**config.mk**
```make
export PLATFORM = sky130hd
export DESIGN_NAME = ft2232h_bus_arbiter
export DESIGN_NICKNAME = d
export VERILOG_FILES = /design/src/rtl/ft2232h_pkg.sv /design/src/rtl/ft2232h_rx_buf.sv /design/src/rtl/ft2232h_bus_arbiter.sv
export SDC_FILE = /design/constraint.sdc
export NUM_CORES = 1
export LEC_CHECK = 0
export CAP_MARGIN = 15
export CORE_MARGIN = 3
export CORE_UTILIZATION = 40
export CTS_CLUSTER_DIAMETER = 80
export CTS_CLUSTER_SIZE = 40
export DETAILED_ROUTE_END_ITERATION = 6
export GPL_TIMING_DRIVEN = 0
export PLACE_DENSITY_LB_ADDON = 0.08
export SLEW_MARGIN = 20
export SYNTH_ARGS = -nofsm -noshare
export SYNTH_HDL_FRONTEND = slang
export SYNTH_SLANG_ARGS = --single-unit
```
**constraint.sdc**
```tcl
create_clock -name clk -period 2 [get_ports clk]
set_input_delay 0.4 -clock clk [delete_from_list [all_inputs] [get_ports clk]]
set_output_delay 0.4 -clock clk [all_outputs]
set_load 0.05 [all_outputs]
```
**src/rtl/ft2232h_pkg.sv**
```systemverilog
// Shared types and constants for the FT2232H sync-FIFO bus arbiter.
// Latency: n/a (declarations only).
// Backpressure: n/a.
package ft2232h_pkg;

    localparam int DEF_BURST_MAX = 64;
    localparam int RXBUF_ENTRIES = 4;
    localparam int RXBUF_AW      = 2;

    typedef enum logic [2:0] {
        ST_IDLE     = 3'd0,
        ST_RX_OE    = 3'd1,
        ST_RX_READ  = 3'd2,
        ST_RX_TURN  = 3'd3,
        ST_TX_WRITE = 3'd4
    } state_t;

    typedef enum logic {
        GRANT_RX = 1'b0,
        GRANT_TX = 1'b1
    } grant_t;

    // Increment a burst counter, holding it at the limit once reached.
    function automatic logic [7:0] sat_inc(input logic [7:0] v, input logic inc,
                                           input logic [7:0] lim);
        if (inc && (v < lim)) begin
            return v + 8'd1;
        end
        return v;
    endfunction

endpackage

```
**src/rtl/ft2232h_rx_buf.sv**
```systemverilog
// 4x8 RX holding FIFO between the FT2232H pads and the RX stream.
// Latency: a pushed word is visible at the head one cycle after the push edge.
// Backpressure: none internally; the arbiter stops reading while count is high.
module ft2232h_rx_buf
    import ft2232h_pkg::*;
(
    input  logic                clk,
    input  logic                rst_n,
    input  logic                push_i,
    input  logic [7:0]          push_dat_i,
    input  logic                pop_i,
    output logic [7:0]          head_dat_o,
    output logic [RXBUF_AW:0]   count_o,
    output logic                empty_o
);

    logic [7:0]          mem_q [RXBUF_ENTRIES];
    logic [RXBUF_AW-1:0] wr_ptr_q, rd_ptr_q;
    logic [RXBUF_AW:0]   count_q;
    logic                pop_ok;

    assign pop_ok     = pop_i & (count_q != '0);
    assign head_dat_o = mem_q[rd_ptr_q];
    assign count_o    = count_q;
    assign empty_o    = (count_q == '0);

    // Pointer and occupancy tracking; simultaneous push and pop leave count unchanged.
    always_ff @(posedge clk or negedge rst_n) begin
        if (!rst_n) begin
            wr_ptr_q <= '0;
            rd_ptr_q <= '0;
            count_q  <= '0;
        end else begin
            if (push_i) wr_ptr_q <= wr_ptr_q + 1'b1;
            if (pop_ok) rd_ptr_q <= rd_ptr_q + 1'b1;
            count_q <= count_q + (RXBUF_AW+1)'(push_i) - (RXBUF_AW+1)'(pop_ok);
        end
    end

    // Storage array; contents are don't-care while empty so it needs no reset.
    always_ff @(posedge clk) begin
        if (push_i) mem_q[wr_ptr_q] <= push_dat_i;
    end

    // The arbiter must never push into a full buffer unless a pop frees a slot.
    assert property (@(posedge clk) disable iff (!rst_n)
        !(push_i && !pop_ok && (count_q == (RXBUF_AW+1)'(RXBUF_ENTRIES))));

endmodule

```
**src/rtl/ft2232h_bus_arbiter.sv**
```systemverilog
// Arbitrates the FT2232H sync-FIFO bus between host->FPGA reads and FPGA->host writes.
// Latency: grant one cycle after request seen in IDLE (two after reset release); RX word reaches stream one cycle after capture.
// Backpressure: RX reads pause when the holding buffer fills; TX words are held and re-presented while txe_n is high.
module ft2232h_bus_arbiter
    import ft2232h_pkg::*;
#(
    parameter int BURST_MAX   = DEF_BURST_MAX,
    parameter int RXBUF_DEPTH = RXBUF_ENTRIES
) (
    input  logic       clk,
    input  logic       rst_n,
    input  logic       rxf_n,
    input  logic       txe_n,
    input  logic [7:0] adbus_in,
    output logic [7:0] adbus_out,
    output logic       adbus_oe,
    output logic       rd_n,
    output logic       wr_n,
    output logic       oe_n,
    input  logic [7:0] tx_data,
    input  logic       tx_valid,
    output logic       tx_ready,
    output logic [7:0] rx_data,
    output logic       rx_valid,
    input  logic       rx_ready
);

    localparam logic [7:0]          BURST_LIM = 8'(BURST_MAX);
    localparam logic [RXBUF_AW:0]   RX_ROOM   = (RXBUF_AW+1)'(RXBUF_DEPTH - 2);

    state_t            state_q, state_d;
    grant_t            last_grant_q, last_grant_d;
    logic [7:0]        burst_q, burst_d, burst_inc;
    logic [7:0]        hold_q, hold_d;
    logic              hold_vld_q, hold_vld_d;
    logic              rd_n_q, rd_n_d, wr_n_q, wr_n_d, oe_n_q, oe_n_d;
    logic              adbus_oe_q, adbus_oe_d;
    logic [7:0]        adbus_out_q, adbus_out_d;
    logic              armed_q;
    logic              rx_push, rx_pop, tx_take, tx_hs;
    logic              rx_empty, rx_ok, tx_ok, rd_more;
    logic [RXBUF_AW:0] rx_cnt, rx_cnt_post;

    // A word moves on the pads only on an edge where both sides have their strobe/flag low.
    assign rx_push     = ~rd_n_q & ~rxf_n;
    assign tx_take     = ~wr_n_q & ~txe_n;
    assign rx_pop      = ~rx_empty & rx_ready;
    assign rx_valid    = ~rx_empty;
    assign tx_ready    = ~hold_vld_q | tx_take;
    assign tx_hs       = tx_valid & tx_ready;
    assign rx_cnt_post = rx_cnt + (RXBUF_AW+1)'(rx_push) - (RXBUF_AW+1)'(rx_pop);
    assign burst_inc   = sat_inc(burst_q, rx_push | tx_take, BURST_LIM);

    assign rx_ok   = armed_q & ~rxf_n & (rx_cnt <= RX_ROOM);
    assign tx_ok   = armed_q & ~txe_n & hold_vld_q;
    // Keep reading only while a further word is guaranteed a free buffer slot.
    assign rd_more = ~rxf_n & (rx_cnt_post <= RX_ROOM) & (burst_inc < BURST_LIM);

    assign hold_vld_d = (hold_vld_q & ~tx_take) | tx_hs;
    assign hold_d     = tx_hs ? tx_data : hold_q;

    assign adbus_out = adbus_out_q;
    assign adbus_oe  = adbus_oe_q;
    assign rd_n      = rd_n_q;
    assign wr_n      = wr_n_q;
    assign oe_n      = oe_n_q;

    ft2232h_rx_buf u_rx_buf (
        .clk        (clk),
        .rst_n      (rst_n),
        .push_i     (rx_push),
        .push_dat_i (adbus_in),
        .pop_i      (rx_pop),
        .head_dat_o (rx_data),
        .count_o    (rx_cnt),
        .empty_o    (rx_empty)
    );

    // State, grant history, burst count, TX hold and registered pad outputs.
    always_ff @(posedge clk or negedge rst_n) begin
        if (!rst_n) begin
            state_q      <= ST_IDLE;
            last_grant_q <= GRANT_TX;
            burst_q      <= '0;
            hold_q       <= '0;
            hold_vld_q   <= 1'b0;
            rd_n_q       <= 1'b1;
            wr_n_q       <= 1'b1;
            oe_n_q       <= 1'b1;
            adbus_oe_q   <= 1'b0;
            adbus_out_q  <= '0;
            armed_q      <= 1'b0;
        end else begin
            state_q      <= state_d;
            last_grant_q <= last_grant_d;
            burst_q      <= burst_d;
            hold_q       <= hold_d;
            hold_vld_q   <= hold_vld_d;
            rd_n_q       <= rd_n_d;
            wr_n_q       <= wr_n_d;
            oe_n_q       <= oe_n_d;
            adbus_oe_q   <= adbus_oe_d;
            adbus_out_q  <= adbus_out_d;
            armed_q      <= 1'b1;
        end
    end

    // Next-state: round-robin grant in IDLE, fixed RX bus turnaround, TX burst exit rules.
    always_comb begin
        state_d      = state_q;
        last_grant_d = last_grant_q;
        burst_d      = burst_inc;
        case (state_q)
            ST_IDLE: begin
                if (rx_ok && (!tx_ok || (last_grant_q == GRANT_TX))) begin
                    state_d      = ST_RX_OE;
                    last_grant_d = GRANT_RX;
                    burst_d      = '0;
                end else if (tx_ok) begin
                    state_d = ST_TX_WRITE;
                    burst_d = '0;
                end
            end
            ST_RX_OE:   state_d = ST_RX_READ;
            ST_RX_READ: if (!rd_more) state_d = ST_RX_TURN;
            ST_RX_TURN: state_d = ST_IDLE;
            ST_TX_WRITE: begin
                if (txe_n || !hold_vld_d || (burst_inc >= BURST_LIM)) begin
                    state_d      = ST_IDLE;
                    last_grant_d = GRANT_TX;
                end
            end
            default: state_d = ST_IDLE;
        endcase
    end

    // Pad strobes for the coming cycle, derived from the state being entered.
    always_comb begin
        rd_n_d      = 1'b1;
        wr_n_d      = 1'b1;
        oe_n_d      = 1'b1;
        adbus_oe_d  = 1'b0;
        adbus_out_d = adbus_out_q;
        case (state_d)
            ST_RX_OE: oe_n_d = 1'b0;
            ST_RX_READ: begin
                oe_n_d = 1'b0;
                rd_n_d = ~rd_more;
            end
            ST_TX_WRITE: begin
                adbus_oe_d  = 1'b1;
                wr_n_d      = ~hold_vld_d;
                adbus_out_d = hold_d;
            end
            default: ;
        endcase
    end

    // FPGA and FT2232H must never drive the data bus at the same time.
    assert property (@(posedge clk) disable iff (!rst_n) !(adbus_oe_q && !oe_n_q));

endmodule

```
Word level (Yosys, flattened, before mapping) --
Memory sizes are Yosys's and may differ from the RTL's. Index checks and enable logic that the tools add are counted. Widths: inputs -> output; s select.
Word-level totals: flip-flop bits (word level) 41, memory bits (writable) 32, input port bits 22, output and inout bits 22, logic and storage cells 92, memories 1
Cells by class: add/sub/neg operators 6, $lt $le $gt $ge 5, equality and inequality tests 8, muxes and demuxes 21, bitwise operators 24, reduce and logical (&&, ||, !) cells 13
Memory list:
- u_rx_buf.mem_q | depth 4, bits a word 8, rd ports 1, clocked after Yosys merged registers in 0, write ports 1, RTL line ft2232h_rx_buf.sv:17 | logic [7:0] mem_q [RXBUF_ENTRIES];
Operators with widths (number):
- $mux 8 | 6
- $lt 8x7->1 const B | 2
- $and 1x1->1 | 12
- $mux 3 | 4
- $pmux 3 s4 | 1
- $mux 1 | 9
- $not 1->1 | 9
- $add 8x1->8 const B | 1
- $ge 8x7->1 const B | 1
- $eq 3x1->1 const B | 2
- $eq 3x2->1 const B | 2
- $eq 3x3->1 const B | 2
- $le 3x2->1 const B | 2
- $logic_not 3->1 | 2
- $sub 3x1->3 | 2
- $add 2x1->2 const B | 2
- $ne 2x2->1 const B | 2
- $add 3x1->3 | 1
- $logic_or 1x1->1 | 3
- $or 1x1->1 | 3
- $reduce_and 3->1 | 1
- $reduce_bool 3->1 | 1
- $logic_and 1x1->1 | 2
- $logic_not 1->1 | 2
- 3 further kinds | 3

Depth between registers and ports, before layout --
Gate-level depths: netlist of the first run.
depth in word-level cells 13, depth in mapped cells 8, mapped depth without buffers 8

Modules after synthesis --
A second synthesis of the first run with hierarchy kept.
Unflattened totals: cells, all modules 212, area total of the unflattened synthesis 3170.5 um^2
Modules (own cells, without submodules):
- ft2232h_bus_arbiter | instances 1, cells an instance 135, area an instance 1612.8 um^2, sequential area each 855.8 um^2
- ft2232h_rx_buf | instances 1, cells an instance 77, area an instance 1557.7 um^2, sequential area each 1136.1 um^2

Least setup slack after synthesis of the first run --
Ideal clock, no wire load.
kind register to register, from register rd_n_q (netlist: rd_n), to register state_q[0], setup time 0.143 ns, data arrival time 2.151 ns, required time 1.857 ns, slack -0.294 ns, cell stages (with the launch flop) 9, buffers on the path 0, clock period less this slack 2.294 ns, cell sequence dfstp_2 nor2_1 ha_1 ha_1 inv_1 ha_1 xnor2_1 nor4_1 o22ai_1
Between the ends: longest elaborated chain between the ends 10
Ends and longest elaborated chain:
- from (decl) | RTL line ft2232h_bus_arbiter.sv:36 | logic rd_n_q, rd_n_d, wr_n_q, wr_n_d, oe_n_q, oe_n_d;
- from (signal assigned) | RTL line ft2232h_bus_arbiter.sv:99 | rd_n_q <= rd_n_d;
- $not 1->1 (*) | RTL line ft2232h_bus_arbiter.sv:45 | assign rx_push = ~rd_n_q & ~rxf_n;
- $and 1x1->1 (*) | RTL line ft2232h_bus_arbiter.sv:45
- named net rx_push | RTL line ft2232h_bus_arbiter.sv:40 | logic rx_push, rx_pop, tx_take, tx_hs;
- branches (longest 7 deep; another with $add 3x1->3)
- $pmux 3 s4 (*) | RTL line ft2232h_bus_arbiter.sv:113 | case (state_q)
- named net state_d[0] | RTL line ft2232h_bus_arbiter.sv:31 | state_t state_q, state_d;
- to (signal assigned) | RTL line ft2232h_bus_arbiter.sv:94 | state_q <= state_d;
- to (decl) | RTL line ft2232h_bus_arbiter.sv:31
Mark *: on every way through the listed nets, which the timed path passes. A chain may end at the register's enable or synchronous reset.

Worst setup path in the final report of the first run --
Same ends and word-level chain as after synthesis.

==> impl_metrics.ini, run 1 <==
[status]
status = finished, violations left
violations = setup timing

[logic_synthesis]
ys_top_cells_by_area = edfxtp_1 31%, dfrtp_1 30%, mux4_2 5.9%
mappedNetlistNets = 232
syn_avg_cell_area_um2 = 15.4
synth_largest_area_cell = edfxtp_1
yosys_warnings = 0
synth_flop_cell = dfrtp_1
netlist_instances = 199
synth.distinct_cells = 41
synthArstFlopShare_pct = 56.2
ys_ff_latch = 73
ys_seq_area_share_pct = 64.9
synth_edf_count = 32
synthDominantCellAreaShare_pct = 31.3
netlist_area_um2 = 3070

[critical_path]
end_kind = register
path_common_cell = ha_4
critPathKind = register to register
cpPeakStageDelay_ps = 640
crit_chain = nor2_4 -> ha_4 -> ha_4 -> inv_4 -> ha_4 -> nor2_4 -> nor4_4 -> o22ai_2
cp_slowest_cell = dfstp_4
required_ps = 2220
cp.buffers_inverters = 1
critPathMaxFanout = 3
arrival_ps = 2240
worstSetupStartpointType = register
critical_path.top_delay_family = adder cells

[drt]
routedWlPerCell_um = 14.5
drtPass1Iterations = 4
dr_total_vias = 1718
antenna_left = 0
drt_iter0_drc = 60
wl_um = 5320
routed_via_density = 4.68
drcViolationCount = 0

[cts]
clkTransAtPathRegs_ps = 80
cts_sinks = 73
cts_max_level = 3
cts_tree = yes
clk_latency_ps = 340
cts_buffer_depth = 2
root_buffer = clkbuf_8
cts_made_buffers = 9

[cells_and_area]
fillers = 606
final_cell_mix = 36 x dfrtp_1, 32 x edfxtp_1, 28 x clkdlybuf4s50_1, 12 x nor2_1
nets = 296
num_antenna_cells = 0
seqCellArea_um2 = 2000
multi_input_area_um2 = 1130
synthToLayoutAreaGrowth_pct = 31.9
final_common_cell = dfrtp_1
final_util_pct = 55.2
drive_gt1_share_pct = 33.2

[timing]
max_freq_mhz = 495
setup_viol = 3
worst_pin_slew_ps = 658
min_period_over_period_pct = 101
hold_violations = 0
setup_ws_ps = -19.2
slew_violations = 0
fin_crit_ps = 2020
rsz0062_at_grt = true
fin_skew_ps = 6.16
tns_ps = -20.9
maxSlewHeadroom_pct = 56.1

[hold_path]
hold_class = input port to asynchronous set/reset pin

[floorplanning]
core.rowCount = 31
io_pins = 44
die_w_um = 93.6
initial_core_util_pct = 41.9
core_area_um2 = 7330
die_area_um2 = 8760
die_h_um = 93.6

[grt]
grt_antenna_before_repair = 0
grt_pass1_wl_um = 8730
grt_max_degree = 31
globalRouteOverflowTotal = 0
gr-usage-all-layers_pct = 13.2
grt_pass1_vias = 1731

[placed_design]
dp_hpwl_um = 3590
port_buffers = 43
routabilityCongestion = 0.732

[pwr]
p_leak_nw = 1.63
power_density_nw_per_um2 = 1530
ir_drop_mv = 0.799

[run]
max_cap_viol_count = 0
-- layout make-up --
| cell class | count | share of cell area [%] |
|---|---|---|
| flip-flops and latches | 73 | 49.4 |
| multi-input cells | 111 | 28.0 |
| repair buffers | 54 | 12.8 |
| clock buffers | 9 | 3.06 |
| well taps | 99 | 3.06 |
| clock inverters | 7 | 1.73 |
| inverters | 12 | 1.18 |
| plain buffers | 2 | 0.773 |
-- sequential cells by signal (all words and copies together) (netlist names) --
register           cells
u_rx_buf.rd_ptr_q      2
armed_q                1
rd_n                   1
last_grant_q           1
u_rx_buf.mem_q        32
adbus_out              8
hold_vld_q             1
burst_q                8
oe_n                   1
u_rx_buf.count_o       3
state_q                3
hold_q                 8
adbus_oe               1
wr_n                   1
u_rx_buf.wr_ptr_q      2
-- cell usage after synthesis, types with 2 or more instances --
library cell,count
mux4_2,8
nand4_1,3
nand2_1,7
xnor2_1,6
mux2_2,9
o22ai_1,2
dfrtp_1,37
a21oi_1,3
nor2_1,14
o2111ai_1,2
inv_1,11
xor2_1,6
nand3_1,4
and2_1,8
dfstp_2,4
a31oi_1,2
edfxtp_1,32
ha_1,11
o21ai_0,2
mux2_4,7
-- cell families (layout without fill, tap and decap cells) --
| kind of cell | count (synthesis) | after routing | synth area share (%) |
|---|---|---|---|
| AOI/OAI and AO/OA | 17 | 17 | 4.36 |
| muxes | 24 | 24 | 12.6 |
| DFF | 73 | 73 | 64.9 |
| buffers and inverters | 15 | 84 | 2.12 |
| adders and majority gates | 11 | 11 | 4.49 |
| and+or+nand+nor | 46 | 46 | 7.95 |
| xor gates and xnor gates | 12 | 12 | 3.43 |
| other | 1 | 1 | 0.122 |
-- layer usage --
layer / up-vias / wire, um / track usage [%]
met5: - / 0 / 0
met4: 0 / 63 / 4.69
met3: 6 / 254 / 4.51
met2: 31 / 2380 / 18.5
met1: 836 / 2620 / 19.2
li1: 845 / - / -
-- final timing paths --
check,slack (ps),cells past startpoint,end,start
max in group asynchronous,1010,3,oe_n$_DFF_PN1_,rst_n
min reg2reg,490,2,last_grant_q$_DFFE_PN1P_,last_grant_q$_DFFE_PN1P_
max,-20,8,state_q[0]$_DFF_PN0_,rd_n$_DFF_PN1_
min,460,2,adbus_oe$_DFF_PN0_,rst_n
min in group clk,490,2,last_grant_q$_DFFE_PN1P_,last_grant_q$_DFFE_PN1P_
max reg2reg,-20,8,state_q[0]$_DFF_PN0_,rd_n$_DFF_PN1_
-- repair_timing --
item                                    CTS  global route
buffers inserted                          4             5
endpoints found under the setup margin   23            18
hold buffers                              1             0
gates cloned                              0             0
endpoints found under the hold margin    11             0
pin swaps                                 7             1
resized for setup                        70             9
-- per-stage QoR --
step	cells	worst slack (ps)	power (mW)	cell area [um2]	hold slack (ps)
after global routing	367	-93.6	6.55	4050	468
final	367	-19.2	6.18	4050	465
after detailed placement	342	-638	4.84	3720	298
after floorplan	199	-112	4.10	3150	104
after CTS	362	-170	6.16	3980	462
after global placement	341	-658	4.80	3700	473
-- where the power goes --
part           internal, mW  switching (mW)
Clock                 0.573           0.553
Combinational          1.28            1.56
Sequential             1.96           0.254
Total                  3.82            2.37
(Power assumes the default switching activity.)
==> run 2: changes to the inputs <==
CELL_PAD_IN_SITES_DETAIL_PLACEMENT = 1   (was unset)
CELL_PAD_IN_SITES_GLOBAL_PLACEMENT = 2   (was unset)
CORE_UTILIZATION = 35   (was 40)
SLEW_MARGIN = unset   (was 20)
==> run 2 against run 1 <==
The flow now finishes without violations. Via count up 5.3%. Clock power up 6%. Cell area up 0.74%. Hold slack better by 38 ps. First-iteration DRC count up 25%. Register-to-register slack better by 40 ps. Largest cell class unchanged.
==> impl_metrics.ini, run 2 (synthesis results as in run 1) <==
[status]
status = complete, no violations

[timing]
min_period_over_period_pct = 99.1
max_freq_mhz = 505
hold_violations = 0
worst_pin_slew_ps = 715
slew_violations = 0
maxSlewHeadroom_pct = 52.3
setup_ws_ps = 18.4
rsz0062_at_grt = true
setup_viol = 0
tns_ps = 0
fin_crit_ps = 1980
fin_skew_ps = 13.6

[grt]
grt_antenna_before_repair = 0
grt_max_degree = 25
grt_pass1_vias = 1932
globalRouteOverflowTotal = 0
grt_pass1_wl_um = 10100
gr-usage-all-layers_pct = 13.4

[drt]
wl_um = 6130
drtPass1Iterations = 4
drt_iter0_drc = 75
wl_met2_um = 3100
routed_via_density = 4.85
top_layer = met4
dr_total_vias = 1809
dr_wl_met3_um = 176
antenna_left = 0
drt-met1-wl_um = 2770
drcViolationCount = 0
routedWlPerCell_um = 16.4

[hold_path]
hold_class = register to register
worstHoldStart = hold_q[1]$_DFF_PN0_

[cells_and_area]
fin_cells = 373
fin_area_um2 = 4080
synthToLayoutAreaGrowth_pct = 32.9
drive_gt1_share_pct = 33.2
num_antenna_cells = 0
seqCellArea_um2 = 2000
nets = 296
multi_input_area_um2 = 1130
final_cell_mix = 36 x dfrtp_1, 32 x edfxtp_1, 28 x clkdlybuf4s50_1, 12 x nor2_1
final_common_cell = dfrtp_1
largest-register = u_rx_buf.mem_q
largest_reg_flops = 32
fillers = 832

[placed_design]
port_buffers = 43
routabilityCongestion = 0.634
dp_hpwl_um = 4350
post_dp_cell_area_um2 = 3730
dp_slack_ps = -665
dp_cells = 348

[floorplanning]
core.rowCount = 33
die_h_um = 99.6
io_pins = 44
die_area_um2 = 9930
core_area_um2 = 8380
initial_core_util_pct = 36.6
die_w_um = 99.6

[critical_path]
worstSetupStartpointType = register
timing.rr.start = rd_n$_DFF_PN1_
rrSetupSlack_ps = 20
critPathMaxFanout = 3
end_kind = register
required_ps = 2210
crit_start = rd_n$_DFF_PN1_
arrival_ps = 2190
crit_chain = nor2_4 -> ha_4 -> inv_4 -> ha_4 -> ha_4 -> nor2_4 -> nor4_4 -> o22ai_1
critPathKind = register to register
cpPeakStageDelay_ps = 640
cp_slowest_cell = dfstp_4
path_common_cell = ha_4

[cts]
root_buffer = clkbuf_8
cts_max_level = 3
clk_latency_ps = 350
cts_sinks = 73
cts_made_buffers = 9
clkTransAtPathRegs_ps = 80
cts_buffer_depth = 2
cts_tree = yes

[pwr]
p_leak_nw = 1.65
ir_drop_mv = 0.620
power_mw = 6.32
power_density_nw_per_um2 = 1550

[run]
max_cap_viol_count = 0
run 2: cell count changes in the layout (fill, tap and decap cells not counted):
cell | before | now
clkbuf_16 | 0 | 2
buf_6 | 8 | 9
bufinv_16 | 1 | 0
inv_2 | 2 | 1
clkinv_4 | 0 | 1
clkinv_1 | 1 | 0
o22ai_1 | 1 | 2
clkinvlp_4 | 3 | 1
clkinv_2 | 1 | 0
inv_6 | 1 | 2
inv_4 | 1 | 3
o22ai_2 | 1 | 0
buf_2 | 3 | 2
run 2: per-layer routing:
metal | vias to the layer above | track usage (%)
met5 | - | 0
met4 | 0 | 5.36
met3 | 8 | 2.73
met2 | 26 | 21.7
met1 | 926 | 17.6
li1 | 849 | -
run 2: path summary, 6_finish.rpt:
check / to / depth (start not counted)
setup / recovery: state_q[0]$_DFF_PN0_ / 8
hold / removal: hold_q[1]$_DFF_PN0_ / 1
setup reg to reg: state_q[0]$_DFF_PN0_ / 8
hold reg to reg: hold_q[1]$_DFF_PN0_ / 1
max in group asynchronous: rd_n$_DFF_PN1_ / 3
min in group asynchronous: adbus_out[2]$_DFFE_PN0N_ / 2
run 2: cell type report:
cell class	count	share of cell area [%]
buffer	2	0.767
clock buffer	11	4.27
clock inverter	5	0.982
inverter	12	1.23
multi-input combinational	111	27.7
sequential	73	49.0
tap	105	3.22
timing repair buffer	54	12.9
run 2: report_power, final:
part           internal, mW  total, mW  switching (mW)
clock network         0.614       1.20           0.586
registers              1.96       2.22           0.263
logic                  1.31       2.90            1.59
total                  3.89       6.32            2.44
run 2: worst max-delay path, delay by kind of cell (launching register included):
| kind | cells | cell delay [ps] |
|---|---|---|
| AND/OR/NAND/NOR | 3 | 380 |
| adder cells (fa/ha/maj) | 3 | 690 |
| buffers and inverters | 1 | 30 |
| flip-flops | 1 | 640 |
| AO/OA/AOI/OAI | 1 | 110 |
run 2: per-stage QoR:
stage | util, % | hold slack, ps
global placement | 44.3 | 471
detailed placement | 44.5 | 376
floorplan | - | 104
global route | 48.6 | 527
CTS | 48.1 | 508
finish | 48.6 | 502
run 2: what timing repair did:
item | 4_1_cts | 5_1_grt
hold endpoints to repair | 15 | 0
pin swaps | 8 | 3
gates cloned | 0 | 0
setup endpoints to repair | 23 | 18
buffers inserted | 7 | 2
hold buffers | 1 | 0
gates resized for setup | 69 | 13
==> run 3: changes to the inputs <==
CORE_MARGIN = 2   (was 3)
==> run 3 against run 2 <==
The run now ends with setup timing left. Flip-flop and latch count unchanged. Clock skew shrank 2.5 ps. Clock-buffer cell count is 2 lower. First-iteration DRC count decreased by 61%. Critical path depth is 4 lower. Setup slack worse by 84 ps. Hold slack worse by 12 ps. Wire length is 5.3% lower. Fmax shrank 4.1%. Critical path type is now register to primary output. Highest routed layer unchanged.
==> impl_metrics.ini, run 3 (synthesis results as in run 1) <==
[timing]
rsz0062_at_grt = true
setup_ws_ps = -65.2
worst_pin_slew_ps = 727
fin_crit_ps = 2070
slew_violations = 0
setup_viol = 5
fin_skew_ps = 11.1
min_period_over_period_pct = 103
max_freq_mhz = 484
maxSlewHeadroom_pct = 51.5
hold_violations = 0
hold_ws_ps = 491

[grt]
grt_pass1_vias = 1902
grt_max_degree = 28
gr-usage-all-layers_pct = 13.0
grt_pass1_wl_um = 9680
grt_antenna_before_repair = 0
globalRouteOverflowTotal = 0

[cts]
clk_latency_ps = 340
clkTransAtPathRegs_ps = 80
cts_buffer_depth = 2
cts_made_buffers = 9
cts_sinks = 73
cts_max_level = 3
cts_tree = yes
root_buffer = clkbuf_8

[floorplanning]
initial_core_util_pct = 35.7
core.rowCount = 34
die_w_um = 97.6
io_pins = 44
die_area_um2 = 9530
die_h_um = 97.6
core_area_um2 = 8590

[drt]
drt_iter0_drc = 29
drtPass1Iterations = 4
drcViolationCount = 0
routedWlPerCell_um = 15.5
routed_via_density = 4.74
wl_um = 5800
antenna_left = 0
dr_total_vias = 1778

[placed_design]
dp_cells = 351
dp_hpwl_um = 4030
dp_slack_ps = -666
port_buffers = 43
routabilityCongestion = 0.676

[cells_and_area]
drive_gt1_share_pct = 33.0
nets = 295
largest_reg_flops = 32
num_antenna_cells = 0
synthToLayoutAreaGrowth_pct = 31.8
fillers = 865
fin_cells = 375
largest-register = u_rx_buf.mem_q
final_cell_mix = 36 x dfrtp_1, 32 x edfxtp_1, 28 x clkdlybuf4s50_1, 12 x nor2_1
final_common_cell = dfrtp_1

[critical_path]
critPathMaxFanout = 5
end_kind = primary output
worstSetupStartpointType = register
critPathKind = register to primary output
arrival_ps = 1670
required_ps = 1600

[pwr]
ir_drop_mv = 0.596
power_density_nw_per_um2 = 1520
p_leak_nw = 1.62

[hold_path]
hold_class = register to register

[run]
max_cap_viol_count = 0

[status]
violations = setup timing
status = finished, violations left
[run 3: changes by cell type in the layout (fill, tap and decap cells not counted)]
cell,before,now
inv_6,2,1
buf_8,0,2
nand2_1,7,6
clkbuf_16,2,1
clkinv_2,0,2
buf_4,9,6
nand2_2,1,2
clkinv_1,0,1
buf_6,9,8
clkinvlp_4,1,2
buf_2,2,3
inv_2,1,2
inv_4,3,1
buf_12,2,1
[run 3: per-stage QoR]
| stage | utilization, % | setup TNS, ps | instance area (um2) | power (mW) |
|---|---|---|---|---|
| final | 47.0 | -187 | 4040 | 6.13 |
| after global routing | 47.0 | -738 | 4040 | 6.52 |
| after CTS | 45.8 | -326 | 3940 | 5.96 |
| after detailed placement | 43.4 | -13420 | 3730 | 4.87 |
| after global placement | 43.2 | -36540 | 3720 | 4.82 |
| after floorplan | - | -187 | 3150 | 4.10 |
[run 3: final timing paths]
| kind | start | to | slack [ps] | cells after the start |
|---|---|---|---|---|
| min in group asynchronous | rst_n | burst_q[0]$_DFF_PN0_ | 520 | 2 |
| min reg2reg | last_grant_q$_DFFE_PN1P_ | last_grant_q$_DFFE_PN1P_ | 490 | 2 |
| max reg2reg | rd_n$_DFF_PN1_ | state_q[0]$_DFF_PN0_ | -50 | 8 |
| min | last_grant_q$_DFFE_PN1P_ | last_grant_q$_DFFE_PN1P_ | 490 | 2 |
| max | u_rx_buf.rd_ptr_q[0]$_DFFE_PN0P_ | rx_data[3] | -70 | 4 |
| max in group asynchronous | rst_n | wr_n$_DFF_PN1_ | 940 | 3 |
[run 3: timing repair]
| action | 4_1_cts | 5_1_grt |
|---|---|---|
| setup endpoints to repair | 23 | 18 |
| pin swaps | 5 | 3 |
| gates resized for setup | 60 | 25 |
| cloned | 0 | 1 |
| hold buffers | 1 | 0 |
| hold endpoints to repair | 12 | 0 |
| setup buffers | 4 | 3 |
[run 3: critical path: stages, from the launching register on]
cell and delay (ps):
dfrtp_2 410, buf_8 140, buf_6 100, mux4_2 510
buf_8 170
[run 3: cell type report]
| cell class | count | area [um2] | area share (%) |
|---|---|---|---|
| timing repair buffer | 53 | 536 | 13.2 |
| buffer | 2 | 26.3 | 0.650 |
| multi-input combinational | 111 | 1130 | 28.0 |
| tap | 108 | 135 | 3.34 |
| clock inverter | 7 | 46.3 | 1.15 |
| sequential | 73 | 2000 | 49.4 |
| inverter | 12 | 47.5 | 1.18 |
| clock buffer | 9 | 124 | 3.06 |
[run 3: power by group]
group / total, mW / switching [mW] / internal [mW]
Sequential: 2.24 / 0.279 / 1.96
Combinational: 2.89 / 1.57 / 1.32
Clock: 1.00 / 0.556 / 0.448
[run 3: metal layers]
| layer | vias up | track usage [%] | share of wire, % |
|---|---|---|---|
| met2 | 34 | 20.4 | 49 |
| met4 | 0 | 4.81 | 1.2 |
| li1 | 841 | - | - |
| met5 | - | 0 | 0 |
| met3 | 9 | 3.31 | 3.5 |
| met1 | 894 | 17.4 | 46 |
